<file path="src/rtl/div_pkg.sv">
// Shared constants, state encoding and the prefix-cell helper for the sequential divider.
package div_pkg;

  localparam int DIV_WIDTH = 19;
  localparam int CNT_W     = 5;

  typedef enum logic [1:0] {
    IDLE,
    CALC,
    DONE
  } div_state_t;

  localparam logic [DIV_WIDTH-1:0] DIV_ZERO_QUOT = '1;

  // Generate-combine cell shared with the adder trees: g_hi | (p_hi & g_lo).
  function automatic logic a_or_bc(input logic a, input logic b, input logic c);
    return a | (b & c);
  endfunction

endpackage

</file>
<file path="src/rtl/brentkung_subtractor_20bits.sv">
// Brent-Kung prefix subtractor: diff = a - b computed as a + ~b + 1.
// carry_out = 1 means no borrow (a >= b).
module brentkung_subtractor_20bits
  import div_pkg::*;
#(
  parameter int N = DIV_WIDTH + 1
) (
  input  logic [N-1:0] a,
  input  logic [N-1:0] b,
  output logic [N-1:0] diff,
  output logic         carry_out
);

  localparam int LVL = $clog2(N);

  logic [N-1:0] p_bit;
  logic [N-1:0] g_bit;
  logic [N-1:0] g_v;
  logic [N-1:0] p_v;

  assign p_bit = a ^ ~b;
  assign g_bit = a & ~b;

  always_comb begin
    g_v = g_bit;
    p_v = p_bit;
    // Carry-in of 1 is folded into bit 0, so every prefix G[i:0] already includes it.
    g_v[0] = a_or_bc(g_bit[0], p_bit[0], 1'b1);
    for (int l = 0; l < LVL; l++) begin
      for (int i = (2 << l) - 1; i < N; i++) begin
        if (((i + 1) % (2 << l)) == 0) begin
          g_v[i] = a_or_bc(g_v[i], p_v[i], g_v[i - (1 << l)]);
          p_v[i] = p_v[i] & p_v[i - (1 << l)];
        end
      end
    end
    for (int l = LVL - 1; l >= 0; l--) begin
      for (int i = (3 << l) - 1; i < N; i++) begin
        if (((i + 1) % (2 << l)) == (1 << l)) begin
          g_v[i] = a_or_bc(g_v[i], p_v[i], g_v[i - (1 << l)]);
        end
      end
    end
  end

  assign diff      = p_bit ^ {g_v[N-2:0], 1'b1};
  assign carry_out = g_v[N-1];

endmodule

</file>
<file path="src/rtl/seq_divider_unsigned_19bits.sv">
// Iterative restoring divider, one quotient bit per clock, valid/ready on both sides.
// Define DIV_SIGNED_EN for two's-complement operands (adds one negation cycle).
module seq_divider_unsigned_19bits
  import div_pkg::*;
#(
  parameter int WIDTH = DIV_WIDTH
) (
  input  logic             clk,
  input  logic             rst,
  input  logic             in_valid,
  output logic             in_ready,
  input  logic [WIDTH-1:0] dividend,
  input  logic [WIDTH-1:0] divisor,
  output logic             out_valid,
  input  logic             out_ready,
  output logic [WIDTH-1:0] quotient,
  output logic [WIDTH-1:0] remainder,
  output logic             div_by_zero,
  output logic             busy
);

  localparam logic [CNT_W-1:0] LAST_ITER = CNT_W'(WIDTH - 1);

  div_state_t       state_q, state_d;
  logic [CNT_W-1:0] cnt_q, cnt_d;
  logic [WIDTH-1:0] work_q, work_d;
  logic [WIDTH-1:0] dvs_q, dvs_d;
  logic [WIDTH:0]   prem_q, prem_d;
  logic [WIDTH-1:0] quot_q, quot_d;
  logic [WIDTH-1:0] rem_q, rem_d;
  logic             dbz_q, dbz_d;

  logic [WIDTH:0]   shifted;
  logic [WIDTH:0]   trial;
  logic [WIDTH:0]   prem_next;
  logic             no_borrow;
  logic [WIDTH-1:0] dvd_mag;
  logic [WIDTH-1:0] dvs_mag;
  logic             unused_prem_msb;

  // The dividend register shifts out its MSB each step and the quotient bit shifts in.
  assign shifted         = {prem_q[WIDTH-1:0], work_q[WIDTH-1]};
  assign prem_next       = no_borrow ? trial : shifted;
  assign unused_prem_msb = prem_q[WIDTH];

  brentkung_subtractor_20bits #(
    .N(WIDTH + 1)
  ) u_sub (
    .a        (shifted),
    .b        ({1'b0, dvs_q}),
    .diff     (trial),
    .carry_out(no_borrow)
  );

`ifdef DIV_SIGNED_EN
  logic neg_pend_q, neg_pend_d;
  logic quot_neg_q, quot_neg_d;
  logic rem_neg_q, rem_neg_d;

  assign dvd_mag   = dividend[WIDTH-1] ? -dividend : dividend;
  assign dvs_mag   = divisor[WIDTH-1] ? -divisor : divisor;
  assign out_valid = (state_q == DONE) && !neg_pend_q;
`else
  assign dvd_mag   = dividend;
  assign dvs_mag   = divisor;
  assign out_valid = (state_q == DONE);
`endif

  assign in_ready    = (state_q == IDLE);
  assign busy        = (state_q != IDLE);
  assign quotient    = quot_q;
  assign remainder   = rem_q;
  assign div_by_zero = dbz_q;

  always_comb begin
    state_d = state_q;
    cnt_d   = cnt_q;
    work_d  = work_q;
    dvs_d   = dvs_q;
    prem_d  = prem_q;
    quot_d  = quot_q;
    rem_d   = rem_q;
    dbz_d   = dbz_q;
`ifdef DIV_SIGNED_EN
    neg_pend_d = neg_pend_q;
    quot_neg_d = quot_neg_q;
    rem_neg_d  = rem_neg_q;
`endif
    case (state_q)
      IDLE: begin
        if (in_valid) begin
          cnt_d  = '0;
          prem_d = '0;
`ifdef DIV_SIGNED_EN
          neg_pend_d = 1'b0;
          quot_neg_d = dividend[WIDTH-1] ^ divisor[WIDTH-1];
          rem_neg_d  = dividend[WIDTH-1];
`endif
          if (divisor == '0) begin
            state_d = DONE;
            quot_d  = DIV_ZERO_QUOT;
            rem_d   = dividend;
            dbz_d   = 1'b1;
          end else begin
            state_d = CALC;
            work_d  = dvd_mag;
            dvs_d   = dvs_mag;
          end
        end
      end
      CALC: begin
        prem_d = prem_next;
        work_d = {work_q[WIDTH-2:0], no_borrow};
        cnt_d  = cnt_q + 1'b1;
        if (cnt_q == LAST_ITER) begin
          state_d = DONE;
          quot_d  = {work_q[WIDTH-2:0], no_borrow};
          rem_d   = prem_next[WIDTH-1:0];
          dbz_d   = 1'b0;
`ifdef DIV_SIGNED_EN
          neg_pend_d = 1'b1;
`endif
        end
      end
      DONE: begin
`ifdef DIV_SIGNED_EN
        // Sign fix-up cycle: truncating quotient, remainder follows the dividend.
        if (neg_pend_q) begin
          neg_pend_d = 1'b0;
          quot_d     = quot_neg_q ? -quot_q : quot_q;
          rem_d      = rem_neg_q ? -rem_q : rem_q;
        end else if (out_ready) begin
          state_d = IDLE;
        end
`else
        if (out_ready) begin
          state_d = IDLE;
        end
`endif
      end
      default: state_d = IDLE;
    endcase
  end

  always_ff @(posedge clk) begin
    if (rst) begin
      state_q <= IDLE;
      cnt_q   <= '0;
      work_q  <= '0;
      dvs_q   <= '0;
      prem_q  <= '0;
      quot_q  <= '0;
      rem_q   <= '0;
      dbz_q   <= 1'b0;
    end else begin
      state_q <= state_d;
      cnt_q   <= cnt_d;
      work_q  <= work_d;
      dvs_q   <= dvs_d;
      prem_q  <= prem_d;
      quot_q  <= quot_d;
      rem_q   <= rem_d;
      dbz_q   <= dbz_d;
    end
  end

`ifdef DIV_SIGNED_EN
  always_ff @(posedge clk) begin
    if (rst) begin
      neg_pend_q <= 1'b0;
      quot_neg_q <= 1'b0;
      rem_neg_q  <= 1'b0;
    end else begin
      neg_pend_q <= neg_pend_d;
      quot_neg_q <= quot_neg_d;
      rem_neg_q  <= rem_neg_d;
    end
  end
`endif

endmodule

</file>
<file path="config.mk">
export PLATFORM = sky130hd
export DESIGN_NAME = seq_divider_unsigned_19bits
export DESIGN_NICKNAME = d
export VERILOG_FILES = /design/src/rtl/div_pkg.sv /design/src/rtl/brentkung_subtractor_20bits.sv /design/src/rtl/seq_divider_unsigned_19bits.sv
export SDC_FILE = /design/constraint.sdc
export NUM_CORES = 1
export LEC_CHECK = 0
export ABC_CLOCK_PERIOD_IN_PS = 3000
export BUFFER_PORTS_ARGS = -buffer_cell sky130_fd_sc_hd__buf_4
export CELL_PAD_IN_SITES_DETAIL_PLACEMENT = 1
export CELL_PAD_IN_SITES_GLOBAL_PLACEMENT = 1
export CORE_UTILIZATION = 39
export DETAILED_ROUTE_END_ITERATION = 8
export HOLD_SLACK_MARGIN = 0.06
export MAX_ROUTING_LAYER = met4
export PLACE_DENSITY = 0.78
export SYNTH_ARGS = -nofsm -noshare
export SYNTH_HDL_FRONTEND = slang
export SYNTH_HIERARCHICAL = 1
export SYNTH_SLANG_ARGS = --single-unit
</file>
<file path="constraint.sdc">
create_clock -name clk -period 3 [get_ports clk]
set_input_delay 0.3 -clock clk [delete_from_list [all_inputs] [get_ports clk]]
set_output_delay 0.3 -clock clk [all_outputs]
set_load 0.05 [all_outputs]
</file>
**Yosys cells after proc, flatten, opt, wreduce, memory -nomap -nowiden**

Index checks and enable logic that the tools add are counted.

- Muxes and demuxes: 25
- $lt $le $gt $ge: 0
- Bitwise operators: 84
- Reduce and logical (&&, ||, !) cells: 9
- Shift-type cells: 0
- Div/mod/pow operators: 0
- Eq/ne operators: 8
- Add/sub/neg operators: 1
- $mul: 0

Operator list:

| operator | count |
|---|---|
| 19-bit two-way mux | 10 |
| 19-bit one-hot mux with 2 select lines | 4 |
| 1-bit AND | 46 |
| 1-bit bitwise OR | 33 |
| 20-bit AND | 1 |
| 19-bit inverter with 20-bit output | 1 |
| 20-bit XOR | 1 |
| 19-bit logical NOT | 1 |
| 19-bit XOR | 1 |
| 5-bit one-hot mux with 2 select lines | 1 |
| 3-bit AND reduction | 3 |
| 2-bit two-way mux | 4 |
| 2-bit != test (second input constant) | 3 |
| 2-bit one-hot mux with 3 select lines | 1 |
| 5-bit by 1-bit adder with 5-bit output (second input constant) | 1 |
| 5-bit == test (second input constant) | 1 |
| 5-bit two-way mux | 1 |
| 2-bit by 1-bit != test with 1-bit output (second input constant) | 2 |
| 4-bit AND reduction | 1 |
| 2-bit nonzero test | 2 |
| 1-bit two-way mux | 3 |
| 2-bit by 1-bit == test with 1-bit output (second input constant) | 1 |
| 2-bit == test (second input constant) | 1 |
| 2-bit logical NOT | 1 |
| 3 further kinds | 3 |

- ROM bits: 0
- Memories: 0
- Output and inout bits: 42
- Latch bits: 0
- Bits in writable memories: 0
- Input port bits: 42
- Bits in registers: 103

**Logic depth before layout (Yosys ltp)**

- Depth after elaboration: 19
- Depth in mapped cells: 14
- Depth with buffers taken out: 14

**By module**

The synthesis kept the hierarchy.

By module, submodules not included:

| module | instances | seq. area each (um^2) | cells an instance | area each (um^2) |
|---|---|---|---|---|
| seq_divider_unsigned_19bits | 1 | 2062.0 | 497 | 4618.2 |
| brentkung_subtractor_20bits | 1 | 0.0 | 108 | 865.8 |

**Least setup slack after synthesis**

Ideal clock, no wire load.

- Path type: register to register
- Start point: register work_q[18]
- End point: register rem_q[18], in the netlist remainder[18]
- Stages on the path, launching flop included: 15
- Path slack: 0.070 ns
- Path buffers: 0
- Arrival: 2.859 ns
- Data required time: 2.928 ns
- Clock period less this slack: 2.930 ns
- Cells stage by stage: dfxtp_1 > inv_1 > ha_1 > fa_1 > nand2b_1 > a21oi_2 > o21ai_1 > o31a_1 > a21bo_1 > fa_1 > inv_1 > mux2_2 > nor2_1 > or3_1 > mux2i_1

- Cells in the longest elaborated chain, start to end: 16
- Elaborated cells between the ends (all ways): 19

Ends and longest elaborated chain:

| item | RTL line | source |
|---|---|---|
| start: declaration | seq_divider_unsigned_19bits.sv:26 | `logic [WIDTH-1:0] work_q, work_d;` |
| start signal: assignment | seq_divider_unsigned_19bits.sv:158 | `work_q <= work_d;` |
| 20-bit AND or 20-bit XOR (tied branches) | brentkung_subtractor_20bits.sv:22, brentkung_subtractor_20bits.sv:21 |  |
| 1-bit bitwise OR * | div_pkg.sv:17 | `return a \| (b & c);` |
| 1-bit AND * | div_pkg.sv:17 |  |
| 1-bit bitwise OR * | div_pkg.sv:17 |  |
| 1-bit AND * | div_pkg.sv:17 |  |
| 1-bit bitwise OR * | div_pkg.sv:17 |  |
| 1-bit AND * | div_pkg.sv:17 |  |
| 1-bit bitwise OR * | div_pkg.sv:17 |  |
| 1-bit AND * | div_pkg.sv:17 |  |
| 1-bit bitwise OR * | div_pkg.sv:17 |  |
| 1-bit AND * | div_pkg.sv:17 |  |
| 1-bit bitwise OR * | div_pkg.sv:17 |  |
| 19-bit XOR * | brentkung_subtractor_20bits.sv:46 | `assign diff = p_bit ^ {g_v[N-2:0], 1'b1};` |
| named net trial[18] | seq_divider_unsigned_19bits.sv:34 | `logic [WIDTH:0] trial;` |
| 19-bit two-way mux * | seq_divider_unsigned_19bits.sv:43 | `assign prem_next = no_borrow ? trial : shifted;` |
| 19-bit two-way mux * | seq_divider_unsigned_19bits.sv:115 | `if (cnt_q == LAST_ITER) begin` |
| 19-bit one-hot mux with 2 select lines * | seq_divider_unsigned_19bits.sv:89 | `case (state_q)` |
| end signal: assignment | seq_divider_unsigned_19bits.sv:162 | `rem_q <= rem_d;` |
| end: declaration | seq_divider_unsigned_19bits.sv:30 | `logic [WIDTH-1:0] rem_q, rem_d;` |

The timed path passes the listed nets; every way through them passes the cells marked *. The select of a mux whose other input is x is not followed.
A chain may end at the register's enable or synchronous reset.

**Worst setup path in the final report**

- Start point: register dvs_q[9]
- End point: register rem_q[16], in the netlist remainder[16]

- Elaborated cells between the ends (all ways): 20

RTL lines:

| item | RTL line | source |
|---|---|---|
| start: declaration | seq_divider_unsigned_19bits.sv:27 | `logic [WIDTH-1:0] dvs_q, dvs_d;` |
| start signal: assignment | seq_divider_unsigned_19bits.sv:159 | `dvs_q <= dvs_d;` |
| 19-bit inverter with 20-bit output * | brentkung_subtractor_20bits.sv:21, brentkung_subtractor_20bits.sv:22 |  |
| 20-bit XOR | brentkung_subtractor_20bits.sv:21 | `assign p_bit = a ^ ~b;` |
| 1-bit AND | div_pkg.sv:17 |  |
| 1-bit bitwise OR | div_pkg.sv:17 |  |
| 1-bit AND | div_pkg.sv:17 |  |
| 1-bit bitwise OR | div_pkg.sv:17 |  |
| 1-bit AND | div_pkg.sv:17 |  |
| 1-bit bitwise OR | div_pkg.sv:17 |  |
| 1-bit bitwise OR * | div_pkg.sv:17 |  |
| 19-bit XOR * | brentkung_subtractor_20bits.sv:46 |  |
| named net trial[16] | seq_divider_unsigned_19bits.sv:34 |  |
| 19-bit two-way mux * | seq_divider_unsigned_19bits.sv:43 |  |
| 19-bit two-way mux * | seq_divider_unsigned_19bits.sv:115 |  |
| 19-bit one-hot mux with 2 select lines * | seq_divider_unsigned_19bits.sv:89 |  |

Marks and branches as above.

==> flow_summary.yaml <==
clock_network:
  cts_buffer_depth: 2
  cts_tree: "done"
  cts_max_level: 3
  clk_latency_ps: 360
  cts_buffers: 9
  clock_sinks: 103
  ctsHoldBuffers: 0
  clkTransAtPathRegs_ps: 70
  cts-root-buf: "clkbuf_16"
outcome:
  status: "finished with violations"
  violations: "setup timing"
global_route:
  grtUsageTotal_pct: 22.29
  grt_pass1_vias: 5022
  grt_antenna_before_repair: 0
  grt_pass1_wl_um: 24720
  grt_overflow_total: 0
  grt_max_degree: 48
setup_path:
  crit_type: "reg -> reg"
  critPathSlowestCell: "fa_2"
  cp.arrival_ps: 3330
  critPathBufInv: 3
  end_kind: "register"
  path_common_cell: "inv_1"
  cpPeakStageDelay_ps: 430
  cp_top_family: "compound AO/OA/AOI/OAI gates"
  start_kind: "register"
  path_cells: "inv_1 -> ha_1 -> a21oi_2 -> o21ai_1 -> a221oi_2 -> o31a_1 -> buf_4 -> fa_2 -> inv_1 -> mux2_4 -> nor2_1 -> or3_1 -> mux2i_1"
  cp_max_fo: 3
  worstPathRequired_ps: 3290
pwr:
  p_comb_share_pct: 25.1
  share_seq_of_total_power_pct: 42.2
  power_mw: 3.523
  p_int_mw: 2.419
  leakagePower_nw: 3.093
  p_sw_share_pct: 31.32
  clock_power_share_pct: 32.6
  powerDensity_nw_per_um2: 518.5
  vdd_ir_drop_max_uv: 303.6
  switchingPower_mw: 1.103
sta:
  hold-worst-slack_ps: 210.7
  hold_viol_final: 0
  setup_viol: 4
  tightest_slew_ps: 1369
  fin_skew_ps: 11.74
  setup_ws_ps: -47.52
  final.min_clock_period_ps: 3048
  maxSlewViolCount: 0
  fin_tns_setup_ps: -74.62
  max_freq_ghz: 0.3281
  rsz0062_at_grt: "yes"
  relSlewSlack_pct: 8.683
  finalCritPeriodShare_pct: 101.6
detailed_routing:
  first_iter_violations: 235
  wl_per_cell_um: 18.92
  ant_nets: 0
  drc: 0
  wirelength_um: 16330
  vias_per_cell: 5.364
  num_vias: 4629
  drt_first_pass_iters: 5
placement:
  place_hpwl_um: 11020
  port_buffers: 83
  pre_cts_slack_ps: -121.6
  gp_congestion: 0.8382
  place_area_um2: 6279
  post-place-cells: 840
synthesis:
  ys_warn_count: 6
  synth_area_per_cell_um2: 9.065
  syn_area_um2: 5475
  synthesis.instances: 604
  synth.net_count: 677
floorplan:
  rows: 42
  ios: 84
  die_w_um: 120.5
  die_area_um2: 14520
  die_h_um: 120.5
  initial_core_util_pct: 40.70
  core_area_um2: 13450
cells_and_area:
  area.growth.synth_to_final_pct: 24.09
  stdcell_count: 863
  multiInputGateArea_um2: 3272
  antenna_cells: 0
  drive_above_1_share_pct: 30.57
  fin_nets: 755
  register_area_um2: 2063
  n_fill_cell: 1576
  postLayoutCellArea_um2: 6794
  final_util_pct: 50.50
min_path:
  hp-class: "in -> reg"
job:
  cap_violations: 0
[repair_timing]
item | in CTS | in global routing
pin swaps | 1 | 16
resized for setup | 3 | 39
endpoints found under the setup margin | 14 | 16
endpoints found under the hold margin | 0 | 0
gates cloned | 0 | 2
buffers inserted | 0 | 6
[area by class of cell]
type | instances | area share, %
Timing Repair Buffer | 106 | 12.21
Clock buffer | 10 | 3.517
Inverter | 34 | 1.878
Sequential cell | 103 | 30.37
Tap cell | 176 | 3.241
Multi-Input combinational cell | 428 | 48.16
Clock inverter | 6 | 0.6262
[layer usage]
layer  global-route usage [%]  share of wire, %  up-vias
li1                         -                 -     2204
met1                    24.79                42     2315
met2                    39.66                53       85
met3                    4.623               2.9       25
met4                    7.330               1.9        0
met5                        -                 0        -
[worst min-delay path: cells and delay by family]
| kind | cells | cell delay, ps |
|---|---|---|
| AND/OR/NAND/NOR | 1 | 90 |
| AO/OA/AOI/OAI | 1 | 60 |
| buffers and inverters | 1 | 80 |
[cell usage in the layout (no fill, tap or decap), types with 3 or more instances in the layout]
master	n
fa_1	7
a21oi_4	3
inv_1	32
nand2_1	61
nand2b_1	6
a21oi_1	9
xor2_1	6
o221a_2	19
or3_1	21
a22oi_1	20
buf_6	3
fa_2	3
nand3_1	3
mux2_2	10
dfxtp_1	102
ha_1	18
a21o_1	6
buf_4	100
nor2b_1	20
clkbuf_16	10
nor2_1	105
nor4_2	3
mux2i_1	36
mux2_4	29
[sequential cells by signal, indices dropped and copies added, names as in the netlist]
signal	count
work_q	19
prem_q	19
dvs_q	19
remainder	19
div_by_zero	1
state_q	2
quotient	19
cnt_q	5
[final timing paths]
kind / depth (start not counted) / start / slack (ps) / endpoint
setup / recovery: 13 / dvs_q[9]$_SDFFE_PP0P_ / -50 / remainder[16]$_SDFFE_PP0P_
hold reg to reg: 2 / dvs_q[9]$_SDFFE_PP0P_ / 470 / dvs_q[9]$_SDFFE_PP0P_
setup reg to reg: 13 / dvs_q[9]$_SDFFE_PP0P_ / -50 / remainder[16]$_SDFFE_PP0P_
hold / removal: 3 / out_ready / 210 / state_q[1]$_SDFFE_PP0P_
[power by group through the flow]
stage / logic, mW / clock network [mW] / registers, mW
2_1_floorplan: 0.484 / 0 / 1.55
3_3_place_gp: 0.723 / 0 / 1.51
3_5_place_dp: 0.758 / 0 / 1.52
4_1_cts: 0.770 / 1.16 / 1.49
5_1_grt: 0.950 / 1.23 / 1.50
6_report: 0.885 / 1.15 / 1.49
Power figures use the tool's default switching activity.
